### src/rtl/mem_port_arbiter.sv
// Shares one backing-memory port between instruction fetch and memory access.
// One transaction in flight; MA has priority with a starvation guard for IF.
module mem_port_arbiter #(
    parameter int DATA_SIZE    = 32,
    parameter int ADDR_SIZE    = 32,
    parameter int STARVE_LIMIT = 4
) (
    input  logic                 clk,
    input  logic                 rst,
    input  logic                 i_if_req,
    input  logic [ADDR_SIZE-1:0] i_if_addr,
    input  logic                 i_if_kill,
    output logic                 o_if_gnt,
    output logic                 o_if_rvalid,
    output logic [DATA_SIZE-1:0] o_if_rdata,
    input  logic                 i_ma_req,
    input  logic                 i_ma_we,
    input  logic [ADDR_SIZE-1:0] i_ma_addr,
    input  logic [DATA_SIZE-1:0] i_ma_wdata,
    input  logic [3:0]           i_ma_be,
    output logic                 o_ma_gnt,
    output logic                 o_ma_rvalid,
    output logic [DATA_SIZE-1:0] o_ma_rdata,
    output logic                 o_mem_req,
    output logic                 o_mem_we,
    output logic [ADDR_SIZE-1:0] o_mem_addr,
    output logic [DATA_SIZE-1:0] o_mem_wdata,
    output logic [3:0]           o_mem_be,
    input  logic                 i_mem_gnt,
    input  logic                 i_mem_rvalid,
    input  logic [DATA_SIZE-1:0] i_mem_rdata,
    output logic                 o_busy
);

    typedef enum logic [1:0] {IDLE, REQ, RESP} state_t;

    localparam logic [3:0] LIMIT = 4'(STARVE_LIMIT);

    state_t     state, state_nxt;
    logic [3:0] starve_cnt;
    logic       killed;
    logic       owner_if;
    logic       if_win;

    // IF only beats a pending MA request once MA has used up its streak.
    assign if_win = i_if_req && (!i_ma_req || starve_cnt == LIMIT);

    always_comb begin
        state_nxt = state;
        o_if_gnt  = 1'b0;
        o_ma_gnt  = 1'b0;
        case (state)
            IDLE: begin
                if (!rst) begin
                    o_if_gnt = if_win;
                    o_ma_gnt = i_ma_req && !if_win;
                    if (if_win || i_ma_req)
                        state_nxt = REQ;
                end
            end
            REQ:     if (i_mem_gnt)    state_nxt = RESP;
            RESP:    if (i_mem_rvalid) state_nxt = IDLE;
            default: state_nxt = IDLE;
        endcase
    end

    assign o_mem_req = (state == REQ);
    assign o_busy    = (state != IDLE);

    always_ff @(posedge clk) begin
        if (rst) begin
            state       <= IDLE;
            starve_cnt  <= '0;
            killed      <= 1'b0;
            owner_if    <= 1'b0;
            o_mem_we    <= 1'b0;
            o_mem_addr  <= '0;
            o_mem_wdata <= '0;
            o_mem_be    <= '0;
            o_if_rvalid <= 1'b0;
            o_ma_rvalid <= 1'b0;
            o_if_rdata  <= '0;
            o_ma_rdata  <= '0;
        end else begin
            state       <= state_nxt;
            o_if_rvalid <= 1'b0;
            o_ma_rvalid <= 1'b0;

            if (!i_if_req || o_if_gnt)
                starve_cnt <= '0;
            else if (o_ma_gnt && starve_cnt != LIMIT)
                starve_cnt <= starve_cnt + 4'd1;

            if (o_if_gnt) begin
                owner_if    <= 1'b1;
                killed      <= 1'b0;
                o_mem_we    <= 1'b0;
                o_mem_addr  <= i_if_addr;
                o_mem_wdata <= '0;
                o_mem_be    <= 4'hF;
            end else if (o_ma_gnt) begin
                owner_if    <= 1'b0;
                killed      <= 1'b0;
                o_mem_we    <= i_ma_we;
                o_mem_addr  <= i_ma_addr;
                o_mem_wdata <= i_ma_wdata;
                o_mem_be    <= i_ma_be;
            end

            if ((state == REQ || state == RESP) && owner_if && i_if_kill)
                killed <= 1'b1;

            // Memory cannot be cancelled, so a killed fetch still runs to completion.
            if (state == RESP && i_mem_rvalid) begin
                killed <= 1'b0;
                if (owner_if) begin
                    if (!(killed || i_if_kill)) begin
                        o_if_rvalid <= 1'b1;
                        o_if_rdata  <= i_mem_rdata;
                    end
                end else begin
                    o_ma_rvalid <= 1'b1;
                    o_ma_rdata  <= o_mem_we ? '0 : i_mem_rdata;
                end
            end
        end
    end

endmodule

### config.mk
export PLATFORM = sky130hd
export DESIGN_NAME = mem_port_arbiter
export DESIGN_NICKNAME = d
export VERILOG_FILES = /design/src/rtl/mem_port_arbiter.sv
export SDC_FILE = /design/constraint.sdc
export NUM_CORES = 1
export LEC_CHECK = 0
export BUFFER_PORTS_ARGS = -buffer_cell sky130_fd_sc_hd__buf_2
export CORE_MARGIN = 5
export CORE_UTILIZATION = 42
export CTS_BUF_LIST = sky130_fd_sc_hd__clkbuf_2 sky130_fd_sc_hd__clkbuf_4 sky130_fd_sc_hd__clkbuf_8
export DETAILED_ROUTE_END_ITERATION = 10
export PLACE_DENSITY = 0.79
export SYNTH_ARGS = -nofsm -noshare
export SYNTH_HDL_FRONTEND = slang
export SYNTH_SLANG_ARGS = --single-unit
### constraint.sdc
create_clock -name clk -period 1.76 [get_ports clk]
set_clock_uncertainty 0.15 [all_clocks]
set_input_delay 0.088 -clock clk [delete_from_list [all_inputs] [get_ports clk]]
set_output_delay 0.088 -clock clk [all_outputs]
set_load 0.02 [all_outputs]
Yosys cells after proc, flatten, opt, wreduce, memory -nomap -nowiden
Index checks and enable logic that the tools add are counted.
Storage, ports and cells
  input bits: 140
  output and inout port bits: 139
  register bits after elaboration: 143
  logic and storage cells: 68
Operators by class
  bitwise operators: 3
  muxes and demuxes: 19
  equality and inequality tests: 7
  reductions and logical operators: 26
  add/sub/neg operators: 1
Operators by type and width (count)
  two-way mux 32 bit: 3
  two-way mux 1 bit: 10
  two-way mux 4 bit: 2
  OR reduction 2 bit: 4
  logical AND 1 bit: 6
  two-way mux 2 bit: 3
  one-hot mux 2 bit (3 select lines): 1
  AND reduction 3 bit: 2
  logical OR 1 bit: 5
  adder 4 x 1 -> 4 bit (second input constant): 1
  == test 4 x 3 -> 1 bit (second input constant): 1
  != test 2 bit (second input constant): 2
  != test 4 x 3 -> 1 bit (second input constant): 1
  nonzero test 2 bit: 2
  zero test 1 bit: 3
  NOT 1 bit: 3
  nonzero test 3 bit: 1
  OR reduction 3 bit: 1
  == test 2 x 1 -> 1 bit (second input constant): 1
  == test 2 bit (second input constant): 1
  zero test 2 bit: 1
  != test 2 x 1 -> 1 bit (second input constant): 1
  AND reduction 2 bit: 1

Depth between registers and ports, before layout
Gate-level depths: netlist of the first run.
  depth after elaboration: 10
  depth in mapped cells: 9
  depth with buffers taken out: 7

Worst setup path after synthesis of the first run
No wires, ideal clock.
  kind: flip-flop to flip-flop
  start point: register state[0]
  end point: register o_if_rdata[24]
  cell stages (with the launch flop): 9
  arrival time: 1.521 ns
  buffers on the path: 2
  setup time: 0.132 ns
  data required time: 1.478 ns
  path slack: -0.043 ns
  period minus slack after synthesis: 1.803 ns
  cell sequence: dfxtp_1 -> inv_1 -> ha_1 -> nand2_2 -> or4b_1 -> buf_2 -> buf_6 -> nand2_1 -> a21oi_1
On the way
  longest elaborated chain between the ends: 3
Ends and longest elaborated chain
  start, declared: RTL line 39  | state_t state, state_nxt;
  start signal, assigned: RTL line 85  | state <= state_nxt;
  == test 2 bit: RTL line 114  | if (state == RESP && i_mem_rvalid) begin
  logical AND 1 bit: RTL line 114
  AND reduction 3 bit (no line)
  end signal, assigned: RTL line 119  | o_if_rdata <= i_mem_rdata;
  end, declared: RTL line 15  | output logic [DATA_SIZE-1:0] o_if_rdata,
No other way between the ends.
A chain may end at the register's enable or synchronous reset.

Final worst setup path of the first run
  start point: register starve_cnt[1]
  end point: output o_if_gnt
On the way
  longest elaborated chain between the ends: 5
Ends and longest elaborated chain
  start, declared: RTL line 40  | logic [3:0] starve_cnt;
  start signal, assigned: RTL line 92  | starve_cnt <= starve_cnt + 4'd1;
  == test 4 x 3 -> 1 bit: RTL line 46  | assign if_win = i_if_req && (!i_ma_req || starve_cnt == LIMIT);
  logical OR 1 bit: RTL line 46
  logical AND 1 bit: RTL line 46
  two-way mux 1 bit: RTL line 54  | if (!rst) begin
  two-way mux 1 bit: RTL line 52  | case (state)
  end, declared: RTL line 13  | output logic o_if_gnt,
No other way between the ends.

==> results of run 1 <==
logic make-up after synthesis:
family / Yosys count / synth area share
fa+ha+maj: 6 / 0.0143
simple gates: 225 / 0.174
xor+xnor: 3 / 0.00500
buf+inv: 51 / 0.0553
flops: 143 / 0.545
mux: 3 / 0.00572
compound gates: 179 / 0.200
routing by layer:
metal / up-vias / wire [um]
met5: - / 0
met4: 0 / 1640
met3: 148 / 2240
met2: 510 / 12800
met1: 3166 / 8850
li1: 2943 / -
cell usage after synthesis, types with 2 or more instances:
| master | instances |
|---|---|
| mux2i_1 | 3 |
| nor3_1 | 6 |
| a21o_1 | 3 |
| dfxtp_1 | 143 |
| a21oi_1 | 97 |
| a22o_1 | 32 |
| o21ai_1 | 29 |
| a21oi_2 | 2 |
| nor2_1 | 41 |
| inv_1 | 8 |
| ha_1 | 6 |
| nand2b_1 | 6 |
| o21ai_0 | 11 |
| nand3b_1 | 2 |
| buf_6 | 6 |
| clkbuf_1 | 13 |
| buf_2 | 15 |
| buf_4 | 8 |
| xnor2_1 | 3 |
| nand2_1 | 162 |
cell usage in the layout (no fill, tap or decap), types with 2 or more instances in the layout:
cell           instances
inv_4                  2
nand2_4               55
nor2_2                 5
inv_2                  3
a21oi_2               65
a21oi_1               34
nand2b_1               5
nand3b_1               2
ha_4                   3
clkbuf_8              20
xnor2_1                3
dlygate4sd3_1        137
bufinv_16              6
o21ai_1               32
diode_2                4
buf_8                  2
a22o_1                32
dfxtp_1              139
nor2_1                35
buf_4                 18
clkbuf_16             10
o21ai_0                8
ha_1                   3
inv_1                  3
buf_12                14
clkinv_4               2
nand2_1               98
dfxtp_2                3
mux2i_1                3
a21o_4                 2
nand2_2               10
nor3_1                 6
buf_16                 2
buf_6                  7
buf_2                275
clkinv_2               2
per-stage QoR:
stage / power, mW / cell area (sq um) / utilization
6_report: 10.1 / 10100 / 0.836
3_3_place_gp: 5.84 / 6940 / 0.573
2_1_floorplan: 5.03 / 5270 / -
4_1_cts: 9.46 / 9010 / 0.744
3_5_place_dp: 5.87 / 6940 / 0.573
5_1_grt: 10.5 / 10100 / 0.836
layout make-up:
cell class	instances	area [sq um]	share of cell area
sequential	143	2870	0.283
clock buffer	21	283	0.0279
clock inverter	10	208	0.0205
multi-input combinational	416	2890	0.285
inverter	9	46.3	0.00457
tap	168	210	0.0208
timing repair buffer	465	3580	0.353
antenna	4	10.0	0.000988
timing repair inverter	2	36.3	0.00358
timing repair:
| action | in CTS | in global routing |
|---|---|---|
| cloned | 3 | 12 |
| hold endpoints to repair | 141 | 0 |
| buffers inserted | 9 | 5 |
| gates resized for setup | 28 | 223 |
| setup endpoints to repair | 21 | 130 |
| hold buffers | 137 | 0 |
| pin swaps | 5 | 113 |
worst max-delay path, stage by stage, from the launching register on:
cell	delay, ns
dfxtp_2	0.34
inv_2	0.06
ha_4	0.12
nand3b_1	0.15
a211oi_4	0.31
buf_12	0.15
buf_8	0.10
flip-flops by register name, indices dropped and copies added (netlist names):
name,cells
o_mem_addr,32
o_ma_rvalid,1
o_mem_be,4
o_mem_we,1
state,2
starve_cnt,4
o_if_rdata,32
o_if_rvalid,1
owner_if,1
killed,1
o_ma_rdata,32
o_mem_wdata,32
how the worst min path moves through the flow:
stage                          to
detailed placement  o_ma_rdata[5]
global placement      o_mem_be[2]
floorplan                  killed
global route             state[0]
CTS                      state[0]
finish                   state[1]
power by group through the flow:
stage | Combinational, mW | Sequential, mW | Clock, mW
after CTS | 2.45 | 3.75 | 3.25
final | 3.02 | 3.82 | 3.24
after detailed placement | 2.05 | 3.82 | 0
after global routing | 3.16 | 3.86 | 3.43
after global placement | 2.03 | 3.81 | 0
after floorplan | 0.810 | 4.22 | 0
==> flow_summary_export.csv, run 1 <==
group,metric,value,unit
hold_path,min_from,"i_mem_gnt",
global_route,first_global_vias,6536,
clocking,cts_buffer_depth,2,
drt,drtIter0Drc,583,
timing,slew_headroom,0.605,
worst_setup_path,crit_type,"reg -> out",
power,clock_power_share,0.322,
synth,seq_area_frac_synth,0.545,
worst_setup_path,regToRegEndpoint,"o_if_rdata[10]",
synth,ys_warn_count,0,
drt,num_vias,6767,
clocking,clock-sinks,143,
global_route,grt_usage,0.283,
final_layout,area_growth,92.8,%
synth,synth_nets,756,
clocking,cts_tree,"yes",
worst_setup_path,cp-endpoint,"o_if_gnt",
drt,drc,0,
worst_setup_path,crit_start,"starve_cnt[1]",
floorplan,fp-row-count,40,
worst_setup_path,worst_r2r_path_depth,7,
synth,synth_top_area_frac,0.545,
synth,synthCells,610,
worst_setup_path,endpoint_kind,"output port",
hold_path,hold_class,"in -> reg",
clocking,root_buffer,"clkbuf_8",
clocking,htree_levels,4,
placed_design,post-place-cells,1038,
drt,wl_per_cell,20.6,um
timing,finalCritPeriodShare,1.09,
drt,vias_per_cell,5.47,
timing,fin_ws,-0.153,ns
global_route,antenna_found_initial,2,
placed_design,gp_congestion,0.827,
power,cellPowerDensity,996,mW/mm^2
timing,final_hold_viol_count,0,
synth,synth_top_area_cell,"dfxtp_1",
hold_path,hold_depth,6,
status,violations,"setup timing",
clocking,clkTransAtPathRegs,0.09,ns
floorplan,fp.dieArea,0.0148,sq mm
timing,rsz0062_at_grt,"true",
synth,async_flop_share,0,
synth,avgSynthCellArea,8.61,sq um
global_route,met1_usage,0.305,
drt,dr.pass1.iters,6,
floorplan,io-pin-count,279,
floorplan,dieHeight,122,um
worst_setup_path,path_max_fanout,2,
placed_design,dp_hpwl,11.5,mm
status,status,"finished, violations left",
final_layout,final_cells,1238,
power,leakagePower,4.49,nW
timing,fmax,523,MHz
worst_setup_path,crit_arrival,1.67,ns
global_route,grt_overflow,0,
floorplan,start_util,0.434,
global_route,grt_pass1_wl,33.1,mm
worst_setup_path,critical_path_required,1.52,ns
power,comb_power_share,0.299,
synth,syn_area,0.00525,sq mm
synth,ys_ff_latch,143,
global_route,grt_use_met3,0.0975,
drt,wl,25.5,mm
floorplan,core,0.0121,sq mm
global_route,grt_start_max_net_pins,41,
global_route,grt.met2_usage,0.482,
timing,setup_tns,-5.77,ns
placed_design,place_ws,-0.0192,ns
worst_setup_path,startpoint_type,"flip-flop",
power,netSwitchingPower,3.23,mW
worst_setup_path,rrSetupSlack,-0.15,ns
synth,synth_area_leaders,"dfxtp_1 (55%), nand2_1 (12%), a21oi_1 (9.2%)",
flow_run,cap_violations,0,
worst_setup_path,reg2reg_from,"state[1]",
placed_design,portBuffers,278,
power,p_sw_frac,0.320,
timing,drv_slew,0,
timing,finalSetupViolCount,87,
floorplan,die-width,122,um
final_layout,nets,1200,
timing,post-route-min-period,1.91,ns
synth,synth_flop_cell,"dfxtp_1",
power,pwr-share-seq,0.379,
timing,holdWs,0.0802,ns
synth,synth_edf_count,0,
timing,worst_pin_slew,0.592,ns
power,ir_drop,0.000692,V
drt,ant_nets,0,
final_layout,drive_gt1_frac,0.488,
clocking,insertion_delay,0.45,ns
global_route,top_usage_layer,"met2",
final_layout,nFillCells,642,
power,p_int,6.85,mW
clocking,cts_buffers,17,
synth,ys_types,34,
Power figures use the tool's default switching activity.
==> run 2, diff against run 1 <==
BUFFER_PORTS_ARGS = -buffer_cell sky130_fd_sc_hd__buf_4   (was -buffer_cell sky130_fd_sc_hd__buf_2)
==> flow_summary_export.csv, run 2 (synthesis gave the netlist of run 1 again) <==
group,metric,value,unit
timing,rsz0062_at_grt,"true",
drt,ant_nets,0,
placed_design,place_ws,-0.0706,ns
worst_setup_path,worstPathCellList,"inv_2, ha_4, nand3b_1, a211oi_4, buf_12, buf_8",
timing,worst_pin_slew,0.559,ns
final_layout,layout_common_cells,"buf_4 (302), dfxtp_1 (139), dlygate4sd3_1 (137)",
final_layout,fin_util,0.891,
worst_setup_path,critical_path_required,1.52,ns
flow_run,cap_violations,0,
placed_design,dpl_cell_area,0.00765,sq mm
timing,setup_tns,-12.02,ns
final_layout,final_common_cell,"buf_4",
final_layout,nets,1214,
timing,fin_ws,-0.222,ns
power,leakagePower,4.61,nW
final_layout,nFillCells,505,
placed_design,dp_hpwl,12.1,mm
final_layout,final_area,0.0108,sq mm
floorplan,die-width,122,um
global_route,first_global_vias,6577,
drt,dr.pass1.iters,6,
global_route,grt_start_max_net_pins,38,
worst_setup_path,path_max_fanout,2,
clocking,insertion_delay,0.45,ns
clocking,cts_buffers,17,
timing,post-route-min-period,1.98,ns
timing,holdWs,0.0510,ns
timing,final_hold_viol_count,0,
clocking,cts_buffer_depth,2,
timing,slew_headroom,0.628,
floorplan,fp-row-count,40,
global_route,antenna_found_initial,0,
global_route,grt_overflow,0,
status,status,"finished, violations left",
worst_setup_path,cp_slowest_cell,"a211oi_4",
placed_design,portBuffers,278,
placed_design,gp_congestion,0.821,
worst_setup_path,endpoint_kind,"output port",
power,ir_drop,0.000748,V
timing,finalCritPeriodShare,1.13,
clocking,cts_tree,"yes",
clocking,htree_levels,4,
floorplan,start_util,0.434,
clocking,root_buffer,"clkbuf_8",
timing,fmax,504,MHz
worst_setup_path,crit_arrival,1.74,ns
floorplan,fp.dieArea,0.0148,sq mm
clocking,clock-sinks,143,
clocking,clkTransAtPathRegs,0.08,ns
global_route,grt_pass1_wl,34.5,mm
final_layout,drive_gt1_frac,0.476,
drt,wl,28.8,mm
hold_path,hold_class,"in -> reg",
worst_setup_path,startpoint_type,"flip-flop",
worst_setup_path,crit_type,"reg -> out",
floorplan,core,0.0121,sq mm
worst_setup_path,slowest_delay,0.35,ns
floorplan,io-pin-count,279,
drt,vias_per_cell,5.67,
global_route,grt_usage,0.299,
drt,drc,0,
final_layout,area_growth,105,%
drt,drtIter0Drc,694,
drt,num_vias,7091,
timing,finalSetupViolCount,107,
floorplan,dieHeight,122,um
timing,drv_slew,0,
status,violations,"setup timing",
power,cellPowerDensity,909,mW/mm^2
drt,wl_per_cell,23.0,um
run 2: changes by cell type in the layout (fill, tap and decap cells not counted), moves of 24 or more:
| cell | delta |
|---|---|
| a21oi_1 | +26 |
| a21oi_2 | -26 |
| buf_2 | -275 |
| buf_4 | +284 |
| nand2_1 | +24 |
| nor2_1 | -24 |
run 2: critical path: cells and delay by family (launching register included):
kind	cells	cell delay, ns
adder cells (fa/ha/maj)	1	0.14
flip-flops	1	0.33
AO/OA/AOI/OAI	1	0.35
AND/OR/NAND/NOR	1	0.15
buffers and inverters	3	0.32
run 2: routing by layer:
layer / share of wire / vias to the layer above / GRT usage
li1: - / 2977 / -
met1: 0.33 / 3323 / 0.319
met2: 0.49 / 605 / 0.525
met3: 0.11 / 186 / 0.0980
met4: 0.071 / 0 / 0.156
met5: 0 / - / 0
run 2: power breakdown:
| part | switching (mW) | internal, mW | leakage, nW |
|---|---|---|---|
| sequential | 0.232 | 3.58 | 1.17 |
| combinational | 1.77 | 1.54 | 3.25 |
| clock | 1.33 | 1.35 | 0.194 |
| total | 3.34 | 6.47 | 4.61 |
run 2: final cells by class:
class	count	area, sq um	share of cell area
timing repair inverter	1	8.76	0.000812
antenna	2	5.00	0.000464
clock buffer	21	277	0.0256
multi-input combinational	416	2810	0.261
inverter	9	43.8	0.00406
timing repair buffer	480	4450	0.412
tap	168	210	0.0195
clock inverter	11	115	0.0107
sequential	143	2870	0.266
run 2: path summary, 6_finish.rpt:
kind	startpoint	to	slack [ns]	depth (start not counted)
worst max-delay path	starve_cnt[0]	o_if_gnt	-0.22	6
worst min-delay path	rst	o_mem_addr[0]	0.05	5
worst max register to register	starve_cnt[0]	o_mem_addr[24]	-0.20	9
worst min register to register	o_mem_addr[28]	o_mem_addr[28]	0.30	2
run 2: stage by stage:
step / std cells / total power [mW]
2_1_floorplan: 610 / 5.03
3_3_place_gp: 1040 / 6.17
3_5_place_dp: 1040 / 6.20
4_1_cts: 1233 / 9.18
5_1_grt: 1249 / 10.1
6_report: 1251 / 9.81
run 2: what timing repair did:
item                       CTS  global route
hold buffers               137             0
setup buffers               18             2
pin swaps                   11           106
cloned                       6            16
gates resized for setup     43           172
hold endpoints to repair   141             0
setup endpoints to repair   52           143
==> run 3, diff against run 2 <==
CORE_UTILIZATION = 40   (was 42)
CTS_BUF_LIST = unset   (was sky130_fd_sc_hd__clkbuf_2 sky130_fd_sc_hd__clkbuf_4 sky130_fd_sc_hd__clkbuf_8)
PLACE_DENSITY = 0.75   (was 0.79)
==> flow_summary_export.csv, run 3 (synthesis gave the netlist of run 1 again) <==
group,metric,value,unit
global_route,grt_start_max_net_pins,41,
floorplan,dieHeight,125,um
worst_setup_path,reg2reg_from,"state[0]",
worst_setup_path,startpoint_type,"flip-flop",
timing,finalSetupViolCount,46,
final_layout,layout_common_cells,"buf_4 (300), dfxtp_1 (139), dlygate4sd3_1 (136)",
drt,wl,23.5,mm
worst_setup_path,crit_start,"state[0]",
floorplan,io-pin-count,279,
worst_setup_path,crit_type,"reg -> reg",
drt,drtIter0Drc,467,
global_route,antenna_found_initial,0,
power,leakagePower,4.55,nW
final_layout,fin_util,0.828,
drt,drc,0,
worst_setup_path,endpoint_kind,"flip-flop",
power,p_sw_frac,0.298,
status,violations,"setup timing",
clocking,cts_tree,"yes",
power,ir_drop,0.000703,V
drt,ant_nets,0,
clocking,htree_levels,4,
final_layout,final_common_cell,"buf_4",
final_layout,final_cells,1239,
clocking,cts_buffers,17,
timing,worst_pin_slew,0.449,ns
timing,finalCritPeriodShare,1.11,
clocking,cts_buffer_depth,2,
worst_setup_path,critical_path_required,1.88,ns
worst_setup_path,rrSetupSlack,-0.19,ns
global_route,first_global_vias,6543,
final_layout,multiInputGateArea,0.00255,sq mm
final_layout,drive_gt1_frac,0.424,
timing,final_hold_viol_count,0,
clocking,insertion_delay,0.41,ns
global_route,grt_overflow,0,
drt,num_vias,6401,
worst_setup_path,regToRegEndpoint,"o_if_rdata[11]",
placed_design,dp_hpwl,11.6,mm
clocking,clkTransAtPathRegs,0.06,ns
floorplan,fp.dieArea,0.0155,sq mm
timing,setup_tns,-3.89,ns
final_layout,nFillCells,719,
worst_setup_path,cp-endpoint,"o_if_rdata[11]",
drt,vias_per_cell,5.17,
timing,post-route-min-period,1.95,ns
timing,fin_ws,-0.186,ns
status,status,"finished, violations left",
global_route,grt_usage,0.266,
power,pwr-share-seq,0.353,
timing,fmax,514,MHz
drt,dr.pass1.iters,5,
floorplan,start_util,0.413,
hold_path,min_from,"i_ma_req",
global_route,grt_pass1_wl,33.6,mm
timing,rsz0062_at_grt,"true",
floorplan,fp-row-count,41,
timing,holdWs,0.0123,ns
worst_setup_path,crit_arrival,2.07,ns
final_layout,area_growth,101,%
clocking,root_buffer,"clkbuf_16",
hold_path,hold_class,"in -> reg",
power,netSwitchingPower,3.21,mW
floorplan,die-width,125,um
timing,slew_headroom,0.700,
drt,wl_per_cell,18.9,um
worst_setup_path,path_max_fanout,8,
clocking,clock-sinks,143,
power,comb_power_share,0.272,
power,total_power,10.8,mW
power,p_int,7.55,mW
timing,drv_slew,0,
placed_design,gp_congestion,0.762,
worst_setup_path,worst_r2r_path_depth,8,
final_layout,seq_area,0.00287,sq mm
floorplan,core,0.0127,sq mm
placed_design,post-place-cells,1044,
placed_design,portBuffers,278,
flow_run,cap_violations,0,
power,clock_power_share,0.375,
final_layout,nets,1199,
power,cellPowerDensity,1020,mW/mm^2
## run 3: changes by cell type in the layout (fill, tap and decap cells not counted), moves of 5 or more
cell	delta
a21oi_2	-10
o21ai_2	-6
nand2_1	+5
clkinv_4	+6
nor2_2	-8
clkbuf_8	-19
clkbuf_16	+11
nor2_4	-18
nand2_4	-6
a21oi_1	+9
buf_6	-5
nor2_1	+26
## run 3: metal layers
layer,track usage,wire length (um),up-vias
met2,0.461,12100,318
met4,0.144,1020,0
met1,0.281,8580,3049
li1,-,-,2950
met3,0.0926,1790,84
met5,0,0,-
## run 3: cell type report
type | count | area share
multi-input combinational | 416 | 0.242
timing repair inverter | 1 | 0.00107
antenna | 1 | 0.000237
timing repair buffer | 465 | 0.398
tap | 172 | 0.0204
clock inverter | 15 | 0.0223
clock buffer | 17 | 0.0404
inverter | 9 | 0.00416
sequential | 143 | 0.272
## run 3: worst min path at each step
stage                           endpoint  slack [ns]  depth (start not counted)
final                        o_mem_be[1]        0.01                          4
after global routing         o_mem_be[1]        0.04                          4
after CTS                  starve_cnt[0]        0.01                          3
after detailed placement  o_ma_rdata[31]        0.16                          2
after global placement    o_ma_rdata[13]        0.16                          2
after floorplan                   killed        0.04                          1
## run 3: per-stage QoR
step / worst slack (ns) / area [sq um]
6_report: -0.186 / 10500
4_1_cts: -0.144 / 9950
2_1_floorplan: 0.0183 / 5270
5_1_grt: -0.231 / 10500
3_5_place_dp: -0.0132 / 7650
3_3_place_gp: 0.0315 / 7650
## run 3: power by group through the flow
| stage | Sequential [mW] | Combinational (mW) | Clock [mW] |
|---|---|---|---|
| after floorplan | 4.22 | 0.810 | 0 |
| after global placement | 3.83 | 2.33 | 0 |
| after detailed placement | 3.84 | 2.35 | 0 |
| after CTS | 3.78 | 2.73 | 4.04 |
| after global routing | 3.83 | 3.11 | 4.20 |
| final | 3.80 | 2.93 | 4.03 |
## run 3: what timing repair did
item                                    CTS  global route
hold endpoints to repair                138             0
pin swaps                                 5            54
hold buffers                            136             0
resized for setup                        24           113
cloned                                    5             6
endpoints found under the setup margin   19           126
setup buffers                             9             7
## run 3: worst max-delay path, stage by stage, from the launching register on
cell and delay, ns:
dfxtp_2 0.33, inv_4 0.08, ha_4 0.14, nand2_4 0.05, or4b_4 0.56, buf_12 0.17, buf_16 0.15, nand2_2 0.08
a21oi_1 0.09
